[config.mk]
export PLATFORM = sky130hd
export DESIGN_NAME = gauss_window_buffer_flat
export DESIGN_NICKNAME = d
export VERILOG_FILES = /design/src/rtl/gauss_window_buffer_if.sv /design/src/rtl/gauss_window_buffer.sv /design/src/flat_wrapper.sv
export SDC_FILE = /design/constraint.sdc
export NUM_CORES = 1
export LEC_CHECK = 0
export ABC_AREA = 1
export CAP_MARGIN = 20
export CORE_UTILIZATION = 62
export DETAILED_ROUTE_END_ITERATION = 10
export PLACE_DENSITY = 0.85
export RECOVER_POWER = 25
export SLEW_MARGIN = 20
export SYNTH_ARGS = -nofsm -noshare
export SYNTH_HDL_FRONTEND = slang
export SYNTH_SLANG_ARGS = --single-unit
export TNS_END_PERCENT = 30
[constraint.sdc]
create_clock -name clk -period 6.7 [get_ports clk]
set_input_delay 1.34 -clock clk [delete_from_list [all_inputs] [get_ports clk]]
set_output_delay 1.34 -clock clk [all_outputs]
set_load 0.02 [all_outputs]
[src/rtl/gauss_window_buffer_if.sv]
// Pixel-stream / window bus between the raster source, gauss_window_buffer and the Gaussian stage.
// The optional sof line exists only when GAUSS_WINBUF_SOF_EN is defined.
interface gauss_window_buffer_if #(
  parameter int PIX_W = 8
) ();
  logic [PIX_W-1:0]           pix_in;
  logic                       pix_valid;
  logic                       out_stall;
  logic                       pix_ready;
  logic [2:0][2:0][PIX_W-1:0] data_out;
  logic                       win_buf_full;
  logic                       frame_done;
`ifdef GAUSS_WINBUF_SOF_EN
  logic                       sof;

  modport slave (
    input  pix_in, pix_valid, out_stall, sof,
    output pix_ready, data_out, win_buf_full, frame_done
  );
  modport master (
    output pix_in, pix_valid, out_stall, sof,
    input  pix_ready, data_out, win_buf_full, frame_done
  );
`else
  modport slave (
    input  pix_in, pix_valid, out_stall,
    output pix_ready, data_out, win_buf_full, frame_done
  );
  modport master (
    output pix_in, pix_valid, out_stall,
    input  pix_ready, data_out, win_buf_full, frame_done
  );
`endif
endinterface

[src/rtl/gauss_window_buffer.sv]
// Two line buffers plus a 3x3 shift window; emits every interior 3x3 neighbourhood of a raster frame.
// Optional macro GAUSS_WINBUF_SOF_EN adds a start-of-frame input that re-anchors the counters at (0,0).
module gauss_window_buffer #(
  parameter int IMG_W = 8,
  parameter int IMG_H = 8,
  parameter int PIX_W = 8
) (
  input logic                  clk,
  input logic                  n_rst,
  gauss_window_buffer_if.slave bus
);
  localparam int CW = $clog2(IMG_W);
  localparam int RW = $clog2(IMG_H);
  localparam logic [CW-1:0] COL_LAST = CW'(IMG_W - 1);
  localparam logic [RW-1:0] ROW_LAST = RW'(IMG_H - 1);

  typedef enum logic [1:0] {FILL, STREAM, DONE} state_e;

  state_e                     state_q, state_d, state_cur;
  logic [CW-1:0]              col_q, col_d, col_cur;
  logic [RW-1:0]              row_q, row_d, row_cur;
  logic [PIX_W-1:0]           lb0_q [IMG_W];
  logic [PIX_W-1:0]           lb1_q [IMG_W];
  logic [2:0][2:0][PIX_W-1:0] win_q, win_d;
  logic [2:0][2:0][PIX_W-1:0] data_out_q;
  logic                       win_buf_full_q, frame_done_q;
  logic                       accept, sof_hit, emit, last_pix;

  assign bus.pix_ready = !bus.out_stall && !n_rst;
  assign accept        = bus.pix_valid && bus.pix_ready;

`ifdef GAUSS_WINBUF_SOF_EN
  assign sof_hit = accept && bus.sof;
`else
  assign sof_hit = 1'b0;
`endif

  // A start-of-frame accept is processed as pixel (0,0) of a fresh frame.
  assign col_cur   = sof_hit ? '0   : col_q;
  assign row_cur   = sof_hit ? '0   : row_q;
  assign state_cur = sof_hit ? FILL : state_q;

  always_comb begin
    state_d  = state_cur;
    col_d    = col_q;
    row_d    = row_q;
    emit     = 1'b0;
    last_pix = 1'b0;
    if (accept) begin
      col_d = col_cur + 1'b1;
      row_d = row_cur;
      if (col_cur == COL_LAST) begin
        col_d = '0;
        row_d = (row_cur == ROW_LAST) ? '0 : row_cur + 1'b1;
      end
    end
    case (state_cur)
      FILL: begin
        if (accept && row_cur == RW'(1) && col_cur == COL_LAST) state_d = STREAM;
      end
      STREAM: begin
        if (accept) begin
          emit = (row_cur >= RW'(2)) && (col_cur >= CW'(2));
          if (row_cur == ROW_LAST && col_cur == COL_LAST) begin
            last_pix = 1'b1;
            state_d  = DONE;
          end
        end
      end
      DONE: begin
        // Counters already wrapped; an accept here is pixel (0,0) of the next frame.
        if (!bus.out_stall) state_d = FILL;
      end
      default: state_d = FILL;
    endcase
  end

  always_comb begin
    win_d = win_q;
    if (accept) begin
      for (int r = 0; r < 3; r++) begin
        win_d[r][0] = win_q[r][1];
        win_d[r][1] = win_q[r][2];
      end
      win_d[0][2] = lb0_q[col_cur];
      win_d[1][2] = lb1_q[col_cur];
      win_d[2][2] = bus.pix_in;
    end
  end

  always_ff @(posedge clk) begin
    if (n_rst) begin
      state_q        <= FILL;
      col_q          <= '0;
      row_q          <= '0;
      win_buf_full_q <= 1'b0;
      frame_done_q   <= 1'b0;
      data_out_q     <= '0;
    end else begin
      state_q        <= state_d;
      col_q          <= col_d;
      row_q          <= row_d;
      win_buf_full_q <= emit;
      frame_done_q   <= last_pix;
      if (emit) data_out_q <= win_d;
    end
  end

  // Window and line-buffer storage carry no reset; stale contents never reach an emit.
  always_ff @(posedge clk) begin
    win_q <= win_d;
    if (accept) begin
      lb0_q[col_cur] <= lb1_q[col_cur];
      lb1_q[col_cur] <= bus.pix_in;
    end
  end

  assign bus.data_out     = data_out_q;
  assign bus.win_buf_full = win_buf_full_q;
  assign bus.frame_done   = frame_done_q;
endmodule

[src/flat_wrapper.sv]
// flat-port wrapper written by rule: the top's interface ports become plain ports
module gauss_window_buffer_flat 
#(
  parameter int IMG_W = 8,
  parameter int IMG_H = 8,
  parameter int PIX_W = 8
)
  (clk, n_rst, bus_pix_in, bus_pix_valid, bus_out_stall, bus_pix_ready, bus_data_out, bus_win_buf_full, bus_frame_done);
  gauss_window_buffer_if #(.PIX_W(PIX_W)) bus_i ();
  input logic clk;
  input logic n_rst;
  input wire logic [$bits(bus_i.pix_in)-1:0] bus_pix_in;
  input wire logic [$bits(bus_i.pix_valid)-1:0] bus_pix_valid;
  input wire logic [$bits(bus_i.out_stall)-1:0] bus_out_stall;
  output wire logic [$bits(bus_i.pix_ready)-1:0] bus_pix_ready;
  output wire logic [$bits(bus_i.data_out)-1:0] bus_data_out;
  output wire logic [$bits(bus_i.win_buf_full)-1:0] bus_win_buf_full;
  output wire logic [$bits(bus_i.frame_done)-1:0] bus_frame_done;
  assign bus_i.pix_in = bus_pix_in;
  assign bus_i.pix_valid = bus_pix_valid;
  assign bus_i.out_stall = bus_out_stall;
  assign bus_pix_ready = bus_i.pix_ready;
  assign bus_data_out = bus_i.data_out;
  assign bus_win_buf_full = bus_i.win_buf_full;
  assign bus_frame_done = bus_i.frame_done;
  gauss_window_buffer #(.IMG_W(IMG_W), .IMG_H(IMG_H), .PIX_W(PIX_W)) u_core (.clk(clk), .n_rst(n_rst), .bus(bus_i));
endmodule
; ---- After elaboration in Yosys (flattened, before gate mapping)
; Memory sizes are Yosys's and may differ from the RTL's. A register that Yosys moved wholly into a read port is not among the register bits.
; Cells that the tools add are included.
[totals]
reg_bits = 154
ram_bits = 128
inputBits = 12
output_inout_bits = 75
elab_cells = 69
memories = 2
[op_classes]
n_addsub = 2
order_cmp = 2
n_eq_ne = 9
mux = 17
n_bitwise = 2
n_reduce_logical = 12
[memory_table]
columns = name, words, width, rd, rd_ports_with_merged_regs, write_ports, line
row1 = u_core.lb0_q, 8, 8, 1, 1, 1, gauss_window_buffer.sv:22  ; logic [PIX_W-1:0] lb0_q [IMG_W];
row2 = u_core.lb1_q, 8, 8, 1, 1, 1, gauss_window_buffer.sv:23  ; logic [PIX_W-1:0] lb1_q [IMG_W];
[ops]
columns = operator, count
row1 = two-way mux 72 bit, 1
row2 = two-way mux 3 bit, 6
row3 = two-way mux 2 bit, 4
row4 = "adder 3 x 1 -> 3 bit, second input constant", 2
row5 = "equality test 3 bit, second input constant", 2
row6 = "greater-or-equal comparator 3 x 2 -> 1 bit, second input constant", 2
row7 = logical AND 1 bit, 6
row8 = "inequality test 2 x 1 -> 1 bit, second input constant", 3
row9 = case mux 2 bit (3 select lines), 1
row10 = two-way mux 1 bit, 5
row11 = AND reduction 4 bit, 1
row12 = "equality test 3 x 1 -> 1 bit, second input constant", 1
row13 = OR reduction 3 bit, 1
row14 = "equality test 2 x 1 -> 1 bit, second input constant", 1
row15 = "equality test 2 bit, second input constant", 1
row16 = zero test 1 bit, 2
row17 = zero test 2 bit, 1
row18 = "inequality test 2 bit, second input constant", 1
row19 = inverter 1 bit, 2
row20 = AND reduction 2 bit, 1

; ---- Longest topological paths before layout
; Gate-level depths: netlist (run 1).
[depth]
depth_word = 7
mapped_depth = 10
mapped_depth_nobuf = 9

; ---- Least setup slack after synthesis (run 1)
; No wires, ideal clock.
[synth_path]
kind = input to register
start = input n_rst
end = memory u_core.lb0_q[1][0] (enable)
setup_time_ns = 0.388
arrival_ns = 3.006
required_ns = 6.312
slack_ns = 3.305
cell_stages = 7
n_path_buf = 2
path_cell_list = nor2_2 nand2_2 inv_2 buf_2 buf_2 nand2_1 nor2_1
[synth_between]
elab_chain_len = 5
[synth_rtl]
columns = item, line
row1 = start: declaration, flat_wrapper.sv:11  ; input logic n_rst;
row2 = zero test 1 bit, gauss_window_buffer.sv:29  ; assign bus.pix_ready = !bus.out_stall && !n_rst;
row3 = logical AND 1 bit, gauss_window_buffer.sv:29
row4 = logical AND 1 bit, gauss_window_buffer.sv:30  ; assign accept = bus.pix_valid && bus.pix_ready;
row5 = two-way mux 1 bit, gauss_window_buffer.sv:112  ; if (accept) begin
row6 = two-way mux 1 bit (implied by the code), gauss_window_buffer.sv:113  ; lb0_q[col_cur] <= lb1_q[col_cur];
row7 = end: declaration, gauss_window_buffer.sv:22
; No other way between the ends.

; ---- Worst setup path after layout (run 1)
[layout_path]
start = input n_rst
end = register u_core.data_out_q (netlist bit u_core.bus.data_out[43])
[layout_between]
elab_chain_len = 5
word_cells_on_any_way = 6
classes_between = mux: 3 / reduce/logical: 3
[layout_rtl]
columns = item, line
row1 = zero test 1 bit, gauss_window_buffer.sv:29
row2 = logical AND 1 bit, gauss_window_buffer.sv:29
row3 = logical AND 1 bit, gauss_window_buffer.sv:30
row4 = two-way mux 1 bit, gauss_window_buffer.sv:62  ; if (accept) begin
row5 = two-way mux 1 bit, gauss_window_buffer.sv:57  ; case (state_cur)
row6 = end signal: assignment, gauss_window_buffer.sv:105  ; if (emit) data_out_q <= win_d;
row7 = end: declaration, gauss_window_buffer.sv:25  ; logic [2:0][2:0][PIX_W-1:0] data_out_q;
; Several ways; a longest one is shown, not always the timed one.
; A chain may end at the register's enable or synchronous reset.

==> results of run 1 <==
-- worst min-delay path by stage --
stage / start / to / slack, ns / cells past startpoint
2_1_floorplan: u_core.win_q[0] / u_core.win_q[0] / 0.42 / 2
3_3_place_gp: u_core.win_q[0] / u_core.win_q[0] / 0.43 / 2
3_5_place_dp: u_core.win_q[52] / u_core.win_q[52] / 0.44 / 2
4_1_cts: u_core.win_q[2] / u_core.win_q[2] / 0.45 / 2
5_1_grt: u_core.bus.data_out[24] / u_core.bus.data_out[24] / 0.48 / 2
6_report: u_core.win_q[2] / u_core.win_q[2] / 0.46 / 2
-- metrics by stage --
stage	instance area, um^2	hold WS, ns
floorplan	10900	0.423
global placement	11900	0.434
detailed placement	11900	0.437
CTS	12800	0.455
global route	12800	0.476
finish	12800	0.456
-- layer usage --
layer,track usage,wire [um],vias up,share of wire
met5,0,0,-,0
met1,0.361,10000,3870,0.40
li1,-,-,3985,-
met3,0.0473,1990,68,0.079
met4,0.120,894,0,0.035
met2,0.474,12400,390,0.49
-- logic make-up (layout without fill, tap and decap cells) --
kind of cell | Yosys count | in the layout | synth area share
buffers and inverters | 215 | 305 | 0.0800
adders and majority gates | 6 | 6 | 0.00688
AOI/OAI and AO/OA | 87 | 87 | 0.0401
DFF | 285 | 285 | 0.640
and+or+nand+nor | 635 | 635 | 0.233
-- Yosys cell counts (all sizes together) --
cell type,instances
dfxtp,157
nand4,1
a21oi,79
inv,153
clkinv,1
nor2,17
a211oi,1
o21ai,7
nand3,114
clkbuf,31
edfxtp,128
nand2,502
buf,30
ha,6
nor3,1
-- state kept, by name, indices dropped and copies added, names as in the netlist, 2 cells and up, named ones only --
name / cells
u_core.bus.data_out: 72
u_core.win_q: 72
u_core.lb0_q: 64
u_core.lb1_q: 64
u_core.col_cur: 3
u_core.row_cur: 3
u_core.state_cur: 2
-- worst max-delay path, stage by stage --
cell	delay, ns
buf_2	0.08
buf_4	0.64
nor2_2	0.11
nand2_1	1.00
nor3_2	0.07
nand2_2	0.12
clkinv_2	0.78
nand3_1	0.45
nand2_1	0.08
inv_1	0.06
-- cell type report --
| class | instances | area, um^2 |
|---|---|---|
| inverters | 154 | 581 |
| well taps | 225 | 282 |
| multi-input cells | 728 | 3050 |
| fillers | 1132 | 4470 |
| clock inverters | 8 | 46.3 |
| clock buffers | 42 | 845 |
| flip-flops and latches | 285 | 6990 |
| repair buffers | 101 | 968 |
-- where the power goes --
part / internal, W / switching (W)
clock: 0.000867 / 0.000636
combinational: 0.0000702 / 0.000173
sequential: 0.00193 / 0.0000497
==> run summary, run 1 <==
status = finished, final reports clean
CTS Buf Count = 27
RR Endpoint = u_core.bus.data_out[43]
drt wl/cell = 16.4 um
CP startpoint = n_rst
Clock Tree Root = clkbuf_16
NumNets Final = 1,315
syn_area_per_cell = 8.89 um^2
most frequent cells in the layout = nand2_1 (501), dfxtp_1 (156), inv_1 (150)
grt ovf = 0
share of layout cells above drive strength 1 = 0.0508
I/O pins = 87
post-synthesis cell type count = 21
antenna viol nets, final = 0
die width = 135 um
FMAX = 232 MHz
Core Region = 17,200 um^2
Worst Hold Class = reg2reg
Worst Path Required = 7.18 ns
Slew @ Worst Pin = 1.34 ns
crit end category = register
Total Routing Usage GR = 0.281
Max clock buf depth = 3
Syn. warnings = 0
number of max-cap violations = 0
DRC errors left = 0
synth-to-layout area growth = 16.9%
Inst Count DP = 1,493
Startpoint Class = input port
pwr/cell area = 292 nW/um^2
Final period util = 0.642
most common cell after layout, fill and taps aside = nand2_1
DRT iter0 DRCs = 904
setup ws final = 2.40 ns
global-route wire length before repair = 40,000 um
post-layout util = 0.740
Clock transition at path regs = 0.06 ns
fin cells = 1,543
Via-to-Cell Ratio = 5.39
Post-CTS Setup Bufs = 0
CP max FO = 77
RSZ-0062 raised after global routing = false
Setup CP Type = in2reg
routed vias = 8,313
CTS H-tree depth = 1
FF-to-FF setup slack = 3.65 ns
# rows = 48
PortBufs = 86
Final Critical Period = 4.30 ns
worst setup path endpoint = u_core.bus.data_out[43]
ANT cells = 0
synth top area cells = edfxtp_1 (35%), dfxtp_1 (29%), nand2_1 (17%)
routability congestion estimate = 0.856
clock skew = 0.00883 ns
drt total wl = 25,300 um
pre-CTS setup slack = 2.38 ns
Worst EP arrival = 4.78 ns
Die H = 135 um
Final Hold Viols = 0
largest net degree at the start of global routing = 78
leakage = 5.64 nW
FF-to-FF path depth = 10
Fin Setup TNS = 0 ns
Max Slew Vio Count = 0
VDD IR-drop max = 194 uV
Initial Util = 0.633
worst skew pair latency = 0.53 ns
final setup vio count = 0
Mapped Area = 10,900 um^2
register area share after synthesis = 0.640
Synth Register Bits = 285
clock sink total = 285
CTS tree = done
initial antenna violation count = 0
share of the synthesized area in the top cell type = 0.352
total power = 0.00373 W
Mapped Nets = 1,246
Pre-antenna DRT Iters = 5
dominant cell type by area after synthesis = edfxtp_1
Cells after Synth = 1,228
vias in the first global route = 8,088
worst relative slew slack = 0.104
post-DP HPWL = 14,200 um
Die Area = 18,100 um^2
Hold-fix buffers, CTS = 0
cts repair resizes = 0
Note: power is estimated with default switching activity, not from simulation.
==> inputs of run 2 (changes only) <==
--- a/config.mk
+++ b/config.mk
@@ -7,9 +7,9 @@
 export LEC_CHECK = 0
 export ABC_AREA = 1
 export CAP_MARGIN = 20
-export CORE_UTILIZATION = 62
+export CORE_UTILIZATION = 52
 export DETAILED_ROUTE_END_ITERATION = 10
-export PLACE_DENSITY = 0.85
+export PLACE_DENSITY = 0.76
 export RECOVER_POWER = 25
 export SLEW_MARGIN = 20
 export SYNTH_ARGS = -nofsm -noshare
==> constraint.sdc (replaced) <==
create_clock -name clk -period 3.5 [get_ports clk]
set_input_delay 0.7 -clock clk [delete_from_list [all_inputs] [get_ports clk]]
set_output_delay 0.7 -clock clk [all_outputs]
set_load 0.02 [all_outputs]
==> run 2 against run 1 <==
  * Worst hold slack got worse by 0.0019 ns
  * Critical path depth fell by 3
  * Wire length down 4.8%
  * Sequential power increased by 91%
  * Global-route usage down 5.3 points
  * Power up 96%
  * Clock power up 110%
  * First-iteration DRC count fell by 20%
  * Register-to-register slack got worse by 2.4 ns
  * Clock-buffer cell count shrank 5
  * Sequential cell count stayed put
==> run summary, run 2 (synthesis gave the netlist of run 1 again) <==
die width = 147 um (+9.1%)
share of layout cells above drive strength 1 = 0.0541 (+0.00330)
Worst Path Required = 3.73 ns (-3.45 ns)
PortBufs = 86 (unchanged)
antenna viol nets, final = 0 (unchanged)
NumNets Final = 1,326 (+0.84%)
fin area = 13,000 um^2 (+1.8%)
synth-to-layout area growth = 19.0%
Worst Hold Class = reg2reg
drt total wl = 24,100 um (-4.8%)
Die H = 147 um (+9.1%)
Clock Tree Root = clkbuf_16
number of max-cap violations = 0 (unchanged)
Fin Hold WS = 0.454 ns (-0.00187 ns)
RSZ-0062 raised after global routing = false
placed cell areas = 12,000 um^2 (+1.4%)
worst relative slew slack = 0.304 (+0.200)
Via-to-Cell Ratio = 5.05 (-6.3%)
clock skew = 0.0216 ns (+0.0127 ns)
initial antenna violation count = 0 (unchanged)
worst path cell trace = dlygate4sd3_1 -> nor2_1 -> nand2_1 -> inv_1 -> nand2_1 -> nor2_1 -> buf_4
CP bufs+invs = 3 (-1)
grt ovf = 0 (unchanged)
vias in the first global route = 7,725 (-4.5%)
worst skew pair latency = 0.55 ns (+0.02 ns)
final setup vio count = 0 (unchanged)
Max clock buf depth = 3 (unchanged)
met2 usage = 0.369 (-0.105)
total power = 0.00731 W (+96%)
Slowest Stage Delay on Critical Path = 0.69 ns (-0.31 ns)
leakage = 5.52 nW (-2.1%)
status = finished, final reports clean
DRT iter0 DRCs = 725 (-20%)
pre-CTS setup slack = 0.779 ns (-1.60 ns)
Fin Setup TNS = 0 ns (unchanged)
CP max FO = 21 (-73%)
Startpoint Class = input port
Hold-fix buffers, CTS = 0 (unchanged)
Worst EP arrival = 2.97 ns (-1.81 ns)
Final period util = 0.782
cts repair resizes = 0 (unchanged)
most frequent cells in the layout = nand2_1 (501), dfxtp_1 (156), inv_1 (151)
CP top delay family = buffers and inverters
clock sink total = 285 (unchanged)
CTS tree = done
most common cell after layout, fill and taps aside = nand2_1
Post-CTS Setup Bufs = 0 (unchanged)
Slew @ Worst Pin = 1.04 ns (-0.304 ns)
DRC errors left = 0 (unchanged)
Pre-antenna DRT Iters = 5 (unchanged)
FMAX = 366 MHz
Initial Util = 0.534 (-0.0990)
largest net degree at the start of global routing = 77 (-1.3%)
routed vias = 8,074 (-2.9%)
Final Critical Period = 2.74 ns
setup ws final = 0.764 ns (-1.63 ns)
Total Routing Usage GR = 0.228 (-0.0531)
Clock transition at path regs = 0.06 ns (about the same)
Final Hold Viols = 0 (unchanged)
global-route wire length before repair = 39,100 um (-2.4%)
CTS H-tree depth = 1 (unchanged)
slowest CP cell = inv_1
ANT cells = 0 (unchanged)
CTS Buf Count = 28 (+3.7%)
Core Region = 20,400 um^2 (+19%)
met3 Use GR = 0.0388 (-0.00848)
Die Area = 21,600 um^2 (+19%)
routability congestion estimate = 0.814 (-5.0%)
Setup CP Type = in2reg
met1 usage = 0.302 (-0.0586)
crit end category = register
post-DP HPWL = 14,600 um (+2.6%)
Max Slew Vio Count = 0 (unchanged)
VDD IR-drop max = 433 uV (+120%)
drt wl/cell = 15.0 um (-8.2%)
pwr/cell area = 563 nW/um^2 (+93%)
FF-to-FF setup slack = 1.25 ns (-2.40 ns)
# rows = 52 (+8.3%)
gr busiest metal = met2
I/O pins = 87 (unchanged)
==> run 2: cell count changes in the layout (fill, tap and decap cells not counted), sizes merged <==
cell           before  now
clkinv              9   13
bufinv              0    4
dlygate4sd3        65    9
buf                16   26
clkbuf             42   37
clkinvlp            1    0
clkdlybuf4s50      20   76
==> run 2: routing by layer <==
metal,vias up,wire (um)
met5,-,0
met4,0,887
met3,56,1680
met2,269,11500
met1,3738,10000
li1,4011,-
==> run 2: path summary, 6_finish.rpt <==
kind / from / to / cells past startpoint
worst max-delay path: bus_out_stall / u_core.lb1_q[7][0] / 7
worst min-delay path: u_core.win_q[55] / u_core.win_q[55] / 2
worst max register to register: register / u_core.bus.data_out[46] / 7
worst min register to register: u_core.win_q[55] / u_core.win_q[55] / 2
==> run 2: final cells by class <==
class	count	area (um^2)
clock buffers	37	776
clock inverters	15	180
fillers	1652	7440
inverters	154	579
multi-input cells	728	3050
flip-flops and latches	285	6990
well taps	270	338
repair buffers	111	1080
==> run 2: through the flow <==
| stage | instances | utilization |
|---|---|---|
| after global placement | 1548 | 0.589 |
| after global routing | 1600 | 0.636 |
| final | 1600 | 0.636 |
| after CTS | 1600 | 0.636 |
| after detailed placement | 1548 | 0.589 |
| after floorplan | 1228 | - |
==> run 2: worst reg2reg max path: cells and delay by family, from the launching register on <==
family / cells / cell delay [ns]
flops: 1 / 0.34
buf+inv: 2 / 0.84
simple gates: 5 / 0.97
==> run 2: power breakdown <==
| group | switching (W) | total, W | leakage (nW) | internal, W |
|---|---|---|---|---|
| clock network | 0.00123 | 0.00308 | 0.470 | 0.00185 |
| registers | 0.0000898 | 0.00378 | 2.44 | 0.00369 |
| logic | 0.000314 | 0.000451 | 2.61 | 0.000137 |
==> inputs of run 3 (changes only) <==
==> constraint.sdc (replaced) <==
create_clock -name clk -period 2.2 [get_ports clk]
set_input_delay 0.44 -clock clk [delete_from_list [all_inputs] [get_ports clk]]
set_output_delay 0.44 -clock clk [all_outputs]
set_load 0.02 [all_outputs]
==> run 3 against run 2 <==
  * Non-clock buffer count grew 3
  * Sequential cell count is the same
  * Combinational power grew 65%
  * Largest cell class unchanged
  * Clock skew grew 0.0039 ns
  * Highest routed layer unchanged
  * Die area is the same
  * Final cell count grew 0.19%
  * Largest power group unchanged
==> run summary, run 3 (synthesis gave the netlist of run 1 again) <==
FF-to-FF setup slack = 0.24 ns (-1.01 ns)
RSZ-0062 raised after global routing = false
CTS H-tree depth = 1 (unchanged)
VDD IR-drop max = 595 uV (+37%)
die width = 147 um (unchanged)
Switching Fraction = 0.220 (-0.00374)
Hold-fix buffers, CTS = 0 (unchanged)
Setup CP Type = in2out
Final Hold Viols = 0 (unchanged)
routability congestion estimate = 0.826 (+1.5%)
Slew @ Worst Pin = 0.848 ns (-0.189 ns)
CTS Buf Count = 28 (unchanged)
most common cell after layout, fill and taps aside = nand2_1
most frequent cells in the layout = nand2_1 (501), dfxtp_1 (156), inv_1 (152)
worst path cell trace = clkdlybuf4s50_1 -> nor2_1 -> clkdlybuf4s50_1
internal cell power = 0.00923 W (+62%)
DRT iter0 DRCs = 608 (-16%)
Worst EP arrival = 1.61 ns (-1.36 ns)
Initial Util = 0.534 (unchanged)
Final Critical Period = 2.05 ns
ANT cells = 0 (unchanged)
Pre-antenna DRT Iters = 5 (unchanged)
largest net degree at the start of global routing = 77 (unchanged)
PortBufs = 86 (unchanged)
RR Endpoint = u_core.bus.data_out[55]
Clock transition at path regs = 0.06 ns (about the same)
number of max-cap violations = 0 (unchanged)
clock sink total = 285 (unchanged)
pwr/cell area = 895 nW/um^2 (+59%)
slowest CP cell = clkdlybuf4s50_1
drt total wl = 24,500 um (+1.8%)
CTS tree = done
antenna viol nets, final = 0 (unchanged)
Max clock buf depth = 3 (unchanged)
post-layout util = 0.646 (+0.0105)
worst skew pair latency = 0.55 ns (about the same)
drt wl/cell = 15.3 um (+1.6%)
leakage = 5.58 nW (+1.1%)
share of layout cells above drive strength 1 = 0.0645 (+0.0104)
Worst Path Required = 1.76 ns (-1.97 ns)
I/O pins = 87 (unchanged)
Total Routing Usage GR = 0.228 (-0.000457)
synth-to-layout area growth = 21.0%
NumNets Final = 1,329 (+0.23%)
routed vias = 8,122 (+0.59%)
crit end category = output port
DRC errors left = 0 (unchanged)
logic gate share of total power = 0.063 (about the same)
global-route wire length before repair = 38,800 um (-0.76%)
Die Area = 21,600 um^2 (unchanged)
worst setup path endpoint = bus_pix_ready
CP startpoint = bus_out_stall
Core Region = 20,400 um^2 (unchanged)
Worst Hold Class = reg2reg
startpoint of the worst-slack reg-to-reg timing path = u_core.row_cur[0]
FF-to-FF path depth = 8 (+1)
Clock Tree Root = clkbuf_16
grt ovf = 0 (unchanged)
CP max FO = 2 (-90%)
Die H = 147 um (unchanged)
worst relative slew slack = 0.435 (+0.130)
Post-CTS Setup Bufs = 0 (unchanged)
vias in the first global route = 7,726 (+0.013%)
# rows = 52 (unchanged)
Via-to-Cell Ratio = 5.07 (+0.41%)
final setup vio count = 0 (unchanged)
NetSw = 0.00260 W (+59%)
Slowest Stage Delay on Critical Path = 0.62 ns (-0.07 ns)
status = finished, final reports clean
Max Slew Vio Count = 0 (unchanged)
FMAX = 488 MHz
Reg power frac = 0.508 (-0.009)
Final period util = 0.931
clock skew = 0.0254 ns (+0.00386 ns)
fin area = 13,200 um^2 (+1.6%)
total power = 0.0118 W (+62%)
post-DP HPWL = 14,700 um (+0.89%)
Startpoint Class = input port
CP dominant cell by count = clkdlybuf4s50_1
initial antenna violation count = 0 (unchanged)
Clk pwr share = 0.429 (+0.008)
cts repair resizes = 0 (unchanged)
placed cell areas = 12,200 um^2 (+1.4%)
[run 3: changes by cell type in the layout (fill, tap and decap cells not counted), moves of 2 or more]
cell	delta
clkbuf_1	+2
nor2_1	-8
clkinv_1	-6
buf_12	+10
nor2_2	+8
clkinv_2	-2
clkbuf_8	+5
buf_4	-10
[run 3: per-stage QoR]
step                hold WS [ns]  TNS [ns]  worst slack [ns]  std cells
floorplan                  0.423     -9.86           -0.0855       1228
global placement           0.435         0            0.0141       1551
detailed placement         0.438    -0.242           -0.0317       1551
CTS                        0.456         0             0.140       1603
global route               0.479         0            0.0941       1603
finish                     0.453         0             0.152       1603
[run 3: routing by layer]
layer | wire (um) | track usage
met1 | 10400 | 0.295
met2 | 11500 | 0.373
met3 | 1570 | 0.0398
met4 | 958 | 0.109
met5 | 0 | 0
[run 3: layout make-up]
cell class,count,area (um^2)
Timing Repair Buffer,114,1220
Multi-Input combinational cell,728,3070
Tap cell,270,338
Inverter,154,579
Fill cell,1581,7220
Clock inverter,10,168
Sequential cell,285,6990
Clock buffer,42,845
[run 3: worst min path at each step]
| stage | start | end | slack [ns] | cells past startpoint |
|---|---|---|---|---|
| after floorplan | u_core.win_q[0] | u_core.win_q[0] | 0.42 | 2 |
| after global placement | u_core.win_q[26] | u_core.win_q[26] | 0.44 | 2 |
| after detailed placement | u_core.win_q[4] | u_core.win_q[4] | 0.44 | 2 |
| after CTS | u_core.win_q[54] | u_core.win_q[54] | 0.46 | 2 |
| after global routing | u_core.win_q[6] | u_core.win_q[6] | 0.48 | 2 |
| final | u_core.win_q[0] | u_core.win_q[0] | 0.45 | 2 |
[run 3: critical path, delay by kind of cell]
family | cells | cell delay, ns
buf+inv | 2 | 1.04
simple gates | 1 | 0.13
[run 3: power groups by stage]
stage | clock network (W) | registers (W) | logic (W)
after detailed placement | 0 | 0.00612 | 0.000734
after global routing | 0.00536 | 0.00604 | 0.000842
after floorplan | 0 | 0.00608 | 0.000525
after global placement | 0 | 0.00611 | 0.000707
after CTS | 0.00513 | 0.00601 | 0.000746
final | 0.00507 | 0.00601 | 0.000743
